### src/rtl/exc_pkg.sv
// Shared types and constants for the MEM-stage exception controller.
package exc_pkg;

    typedef enum logic [1:0] {
        StIdle,
        StFlush,
        StHandler,
        StReturn
    } exc_state_e;

    // Default cause codes for the standard sources.
    localparam logic [4:0] EXC_PC  = 5'd4;
    localparam logic [4:0] EXC_OVF = 5'd12;
    localparam logic [4:0] EXC_ILL = 5'd10;

    localparam logic [31:0] HANDLER_ADDR_DEFAULT = 32'h0000_0080;

endpackage

### src/rtl/prio_enc.sv
// Fixed-priority encoder: the lowest set request index wins.
module prio_enc #(
    parameter int unsigned N_SRC = 4,
    localparam int unsigned IdxW = (N_SRC > 1) ? $clog2(N_SRC) : 1
) (
    input  logic [N_SRC-1:0] req,
    output logic [N_SRC-1:0] gnt,
    output logic [IdxW-1:0]  idx,
    output logic             valid
);

    // Scan from the top down so the lowest set index is the last one written.
    always_comb begin
        gnt   = '0;
        idx   = '0;
        valid = |req;
        for (int i = N_SRC - 1; i >= 0; i--) begin
            if (req[i]) begin
                gnt    = '0;
                gnt[i] = 1'b1;
                idx    = IdxW'(i);
            end
        end
    end

endmodule

### src/rtl/exception_ctrl.sv
// MEM-stage exception controller: masks and prioritises requests, gates
// MemWrite/Mem2Reg, captures EPC/cause and sequences flush, handler entry
// and ERET return.
module exception_ctrl
    import exc_pkg::*;
#(
    parameter int unsigned N_SRC   = 4,
    parameter int unsigned DATA_W  = 32,
    parameter int unsigned CAUSE_W = 5,
    parameter logic [DATA_W-1:0] HANDLER_ADDR = DATA_W'(HANDLER_ADDR_DEFAULT),
    parameter int unsigned CNT_W   = 8,
    localparam int unsigned IdxW   = (N_SRC > 1) ? $clog2(N_SRC) : 1
) (
    input  logic                     clk,
    input  logic                     rst,
    input  logic [N_SRC-1:0]         exc_req,
    input  logic [N_SRC*CAUSE_W-1:0] exc_code,
    input  logic [DATA_W-1:0]        exc_pc,
    input  logic                     mem_write_in,
    input  logic                     mem_2_reg_in,
    input  logic                     eret,
    input  logic                     mask_we,
    input  logic [N_SRC-1:0]         mask_wdata,
    output logic                     mem_write_out,
    output logic                     mem_2_reg_out,
    output logic                     flush,
    output logic                     redirect,
    output logic [DATA_W-1:0]        redirect_pc,
    output logic [DATA_W-1:0]        epc,
    output logic [CAUSE_W-1:0]       cause,
    output logic [IdxW-1:0]          cause_src,
    output logic                     in_handler,
    output logic                     double_fault,
    output logic [CNT_W-1:0]         exc_count
);

    exc_state_e         state_q, state_d;
    logic [N_SRC-1:0]   mask_q;
    logic [N_SRC-1:0]   eff;
    logic [N_SRC-1:0]   eff_gnt;
    logic [IdxW-1:0]    eff_idx;
    logic               any_eff;
    logic [CAUSE_W-1:0] cause_sel;
    logic               accept;
    logic               dbl_set;
    logic [DATA_W-1:0]  epc_q;
    logic [CAUSE_W-1:0] cause_q;
    logic [IdxW-1:0]    cause_src_q;
    logic               dbl_q;
    logic [CNT_W-1:0]   exc_count_q;
    logic               redir_q;
    logic [DATA_W-1:0]  redirect_pc_q;

    assign eff = exc_req & mask_q;

    prio_enc #(
        .N_SRC (N_SRC)
    ) u_prio_enc (
        .req   (eff),
        .gnt   (eff_gnt),
        .idx   (eff_idx),
        .valid (any_eff)
    );

    // Select the winning source's cause code with an AND-OR over the grant.
    always_comb begin
        cause_sel = '0;
        for (int i = 0; i < N_SRC; i++) begin
            if (eff_gnt[i]) begin
                cause_sel = cause_sel | exc_code[i*CAUSE_W +: CAUSE_W];
            end
        end
    end

    // Next-state logic plus capture and double-fault strobes.
    always_comb begin
        state_d = state_q;
        accept  = 1'b0;
        dbl_set = 1'b0;
        unique case (state_q)
            StIdle: begin
                if (any_eff) begin
                    state_d = StFlush;
                    accept  = 1'b1;
                end
            end
            StFlush:  state_d = StHandler;
            StHandler: begin
                if (eret) begin
                    state_d = StReturn;
                end
                if (any_eff) begin
                    dbl_set = 1'b1;
                end
            end
            StReturn: state_d = StIdle;
            default:  state_d = StIdle;
        endcase
    end

    // State, capture registers and the registered redirect outputs.
    always_ff @(posedge clk) begin
        if (rst) begin
            state_q       <= StIdle;
            mask_q        <= '1;
            epc_q         <= '0;
            cause_q       <= '0;
            cause_src_q   <= '0;
            dbl_q         <= 1'b0;
            exc_count_q   <= '0;
            redir_q       <= 1'b0;
            redirect_pc_q <= '0;
        end else begin
            state_q <= state_d;
            if (accept) begin
                epc_q       <= exc_pc;
                cause_q     <= cause_sel;
                cause_src_q <= eff_idx;
                if (exc_count_q != '1) begin
                    exc_count_q <= exc_count_q + 1'b1;
                end
            end
            if (dbl_set) begin
                dbl_q <= 1'b1;
            end
            if (mask_we) begin
                mask_q <= mask_wdata;
            end
            // epc_q cannot change while heading into RETURN, so it is safe here.
            redir_q <= (state_d == StFlush) || (state_d == StReturn);
            if (state_d == StFlush) begin
                redirect_pc_q <= HANDLER_ADDR;
            end else if (state_d == StReturn) begin
                redirect_pc_q <= epc_q;
            end else begin
                redirect_pc_q <= '0;
            end
        end
    end

    // Store/writeback suppression is combinational so it hits the faulting instruction.
    always_comb begin
        if (any_eff || (state_q == StFlush)) begin
            mem_write_out = 1'b0;
            mem_2_reg_out = 1'b0;
        end else begin
            mem_write_out = mem_write_in;
            mem_2_reg_out = mem_2_reg_in;
        end
    end

    assign flush        = redir_q;
    assign redirect     = redir_q;
    assign redirect_pc  = redirect_pc_q;
    assign epc          = epc_q;
    assign cause        = cause_q;
    assign cause_src    = cause_src_q;
    assign in_handler   = (state_q == StFlush) || (state_q == StHandler);
    assign double_fault = dbl_q;
    assign exc_count    = exc_count_q;

endmodule

### config.mk
export PLATFORM = sky130hd
export DESIGN_NAME = exception_ctrl
export DESIGN_NICKNAME = d
export VERILOG_FILES = /design/src/rtl/exc_pkg.sv /design/src/rtl/prio_enc.sv /design/src/rtl/exception_ctrl.sv
export SDC_FILE = /design/constraint.sdc
export NUM_CORES = 1
export LEC_CHECK = 0
export ABC_AREA = 1
export CAP_MARGIN = 20
export CORE_ASPECT_RATIO = 0.7
export CORE_UTILIZATION = 30
export DETAILED_ROUTE_END_ITERATION = 6
export GPL_ROUTABILITY_DRIVEN = 1
export PLACE_DENSITY_LB_ADDON = 0.05
export SETUP_SLACK_MARGIN = 0.3
export SYNTH_ARGS = -nofsm -noshare
export SYNTH_HDL_FRONTEND = slang
export SYNTH_SLANG_ARGS = --single-unit
### constraint.sdc
create_clock -name clk -period 1.7 [get_ports clk]
set_clock_uncertainty 0.15 [all_clocks]
set_input_delay 0.34 -clock clk [delete_from_list [all_inputs] [get_ports clk]]
set_output_delay 0.34 -clock clk [all_outputs]
set_load 0.05 [all_outputs]
==> run metrics <==
most common cell after layout, fill and taps aside=buf_12; top cells by area, synth=dfxtp_1, nand2_1, nor2_1; power spent charging and discharging nets=about 0.005 W; via count of the first global-routing pass=~3400; area fraction in and, or, nand and nor cells after synthesis=28.8%; largest net degree at the start of global routing=30; run status=finished with violations; arrival time reported for the critical path endpoint=1.52 ns; adder-cell share of the synthesized area=between 1.5 and 2%; share of Yosys cell area claimed by the top area cell type=52.5%; number of core rows=31; Slew @ Worst Pin=0.659 ns; CTS H-tree depth=3; initial antenna violation count=0; final std cell area, no fill=~0.0078 mm2; cell mode on critical path=nor2_4; startpoint of the worst setup timing path=mask_q[1]; max-cap check violation count=0; wire length of the first global-routing pass=~18 mm; post-synthesis cell type with the largest combined area=dfxtp_1; design internal power=around 0.0074 W; overall die height=around 90 um; Mapped Cells=about 430; kind of path behind the tightest hold check=in -> reg; number of nets at the end of the flow=slightly above 700; Placed Area=approximately 0.0057 mm2; Cell variety after synth=23; DRC viols=0; Syn Std Cell Area=around 0.0033 mm2; synthesized-area fraction occupied by xor and xnor cells=less than 1%; initial cell density of the core=31.4%; Top delay family on crit path=simple AND/OR/NAND/NOR gates; Clock Sink Count=87; share of the synthesized area in compound gates (AO/OA/AOI/OAI)=approximately 6.9%; hold violation total from the final report=0; Final HPWL DP=slightly below 7 mm; deepest clock path buffer count=2; root buffer selected by CTS=clkbuf_16; Setup CP Type=reg -> out; data required time at the worst endpoint=1.21 ns; clock latency at the later pin of the worst-skew pair=approximately 0.33 ns; synthesized netlist net count=approximately 500; relative contribution of combinational cells to total power=between 50% and 60%; post-layout min period=between 2 and 2.5 ns; cells traversed along the worst timing path=nand2_8, nand2_4, nor2_4, inv_2, or2_4, nor2_4, buf_12; worst reg2reg path depth=14; IO buf count=150; largest voltage drop on the vdd net=between 0.0008 and 0.0009 V; Total Power Consumption=0.0123 W; number of storage elements in the synthesis netlist=87; clock-pin slew on the worst setup and hold paths=0.06 ns; proportion of synthesized flip-flops having asynchronous set or reset=0%; TritonCTS clock tree=yes; count of pins over their slew limit=0; part of the cycle the worst path needs=118%; commonest register cell after synthesis=dfxtp_1; Ant. Diodes=0; sequential share of power=a little under a quarter; leakage dissipation=3.35 nW; critical path startpoint category=flip-flop; setup repair after global routing missed its margin=yes; final worst setup slack=-0.310 ns; Sw Share=40.3%; number of ports placed on the die boundary=between 150 and 200; cell area power density=about 1600 mW/mm2; router iterations before antenna repair=4; Endpoint, Worst Hold=flush; area of the core=around 0.011 mm2; hold path startpoint=rst; highest fanout seen on the critical path=2; dominant combinational cell family by area after synthesis=simple AND/OR/NAND/NOR gates; largest stage delay on the critical path=roughly 0.36 ns; Hold-fix buffers, CTS=0; Inserted Clock Buffers=9; Mean Syn Cell Area=7.64 um2; FF-to-FF setup slack=-0.24 ns; type of destination of the critical path=output pin; vias per inst=between 4 and 5; Yosys Warn Count=0; total of endpoints with negative setup slack in the final report=15; reg2reg end=double_fault; part of the Yosys area used for sequential elements=a little over half; buffering stage count on the worst path with inverters included=2; Clock Power Share=roughly 17%; origin of the critical flop-to-flop path=mask_q[1]; total vias in the final route=between 3000 and 4000; Total Die Area=between 0.01 and 0.015 mm2; post-placement setup slack=-0.531 ns; share of final-layout standard cells stronger than drive strength 1=between 60% and 70%; total gr overflow=0; overall routing resource usage=about a fifth; number of enable flip-flop cells after synthesis=0; final weighted congestion in routability-driven placement=between 0.7 and 0.8; First DRT Iteration DRCs=84; number of stages on the worst hold path=2; cell with the largest stage delay on the worst path=dfxtp_4; top library cells by usage in the layout, fill and taps aside=buf_12, clkdlybuf4s50_1, nand2_1; violations in the final reports=negative setup slack; share of cell area taken by muxes after synthesis=0%; max-slew headroom at the worst pin=between 50% and 60%; wirelength, routed=between 10 and 15 mm; die span in x=128 um; Routed wire per std cell=15.4 um; remaining number of nets flagged by the antenna check after routing=0; area growth from synthesis to final layout=135%; fmax=a little under 0.5 GHz
==> stage by stage <==
step | hold WS (ns) | setup TNS (ns) | utilization, % | cells
2_1_floorplan | 0.299 | 0 | - | 434
3_3_place_gp | 0.313 | -22.15 | 53.8 | 732
3_5_place_dp | 0.319 | -23.55 | 53.8 | 732
4_1_cts | 0.119 | -0.725 | 67.3 | 785
5_1_grt | 0.171 | -2.39 | 74.0 | 805
6_report | 0.164 | -1.13 | 74.0 | 805
==> kinds of logic (layout without fill, tap and decap cells) <==
| logic type | Yosys count | count (layout) |
|---|---|---|
| AOI/OAI and AO/OA | 46 | 46 |
| xor gates and xnor gates | 1 | 1 |
| adders and majority gates | 5 | 5 |
| buffers and inverters | 69 | 290 |
| DFF | 87 | 87 |
| and+or+nand+nor | 226 | 228 |
==> metal layers <==
metal	wire (um)	share of wire (%)	track usage, %	vias up
li1	-	-	-	1773
met1	5390	43	25.4	1695
met2	6190	50	34.3	97
met3	728	5.9	6.55	10
met4	96	0.77	4.41	0
met5	0	0	0	-
==> timing repair <==
item                                    in CTS  in global routing
buffers inserted                            26                 17
gates resized for setup                    189                149
cloned                                      11                  3
pin swaps                                   28                 35
endpoints found under the setup margin      92                115
==> sequential cells by signal (all words and copies together), names as in the netlist <==
name,count
cause,5
epc,32
mask_q,4
exc_count,8
flush,1
cause_src,2
redirect_pc,32
double_fault,1
state_q,2
==> synth_stat cells, types with 4 or more instances <==
library cell and instances:
a21oi_1 38, buf_4 10, clkbuf_1 5, dfxtp_1 87, ha_1 5, inv_1 49, nand2_1 124, nand2_2 6
nand2_4 4, nand3_1 20, nor2_1 65, o21ai_0 8
==> worst register-to-register path: stages (launching register included) <==
cell and delay [ns]:
dfxtp_4 0.36, nand2_8 0.06, nand2_4 0.06, nor2_4 0.11, inv_2 0.05, buf_4 0.13
buf_6 0.10, buf_4 0.12, buf_6 0.10, buf_6 0.10, buf_6 0.10, buf_6 0.10
buf_6 0.10, a21oi_2 0.12, nor2_1 0.04
==> cell type report <==
type | instances | area [um2]
Clock inverter | 6 | 83.8
Inverter | 51 | 223
Fill cell | 735 | 2750
Sequential cell | 87 | 1830
Tap cell | 148 | 185
Multi-Input combinational cell | 280 | 2240
Clock buffer | 10 | 229
Timing Repair Buffer | 223 | 3010
==> power groups by stage <==
stage	clock network, W	registers, W	logic [W]
finish	0.00209	0.00292	0.00731
global route	0.00222	0.00296	0.00762
CTS	0.00213	0.00285	0.00633
detailed placement	0	0.00283	0.00431
global placement	0	0.00281	0.00428
floorplan	0	0.00377	0.00139
==> worst max path at each step <==
stage | end | cells after the start
after floorplan | mem_2_reg_out | 6
after global placement | mem_2_reg_out | 8
after detailed placement | mem_2_reg_out | 8
after CTS | mem_2_reg_out | 7
after global routing | mem_2_reg_out | 7
final | mem_write_out | 7
Note: power is estimated with default switching activity, not from simulation.
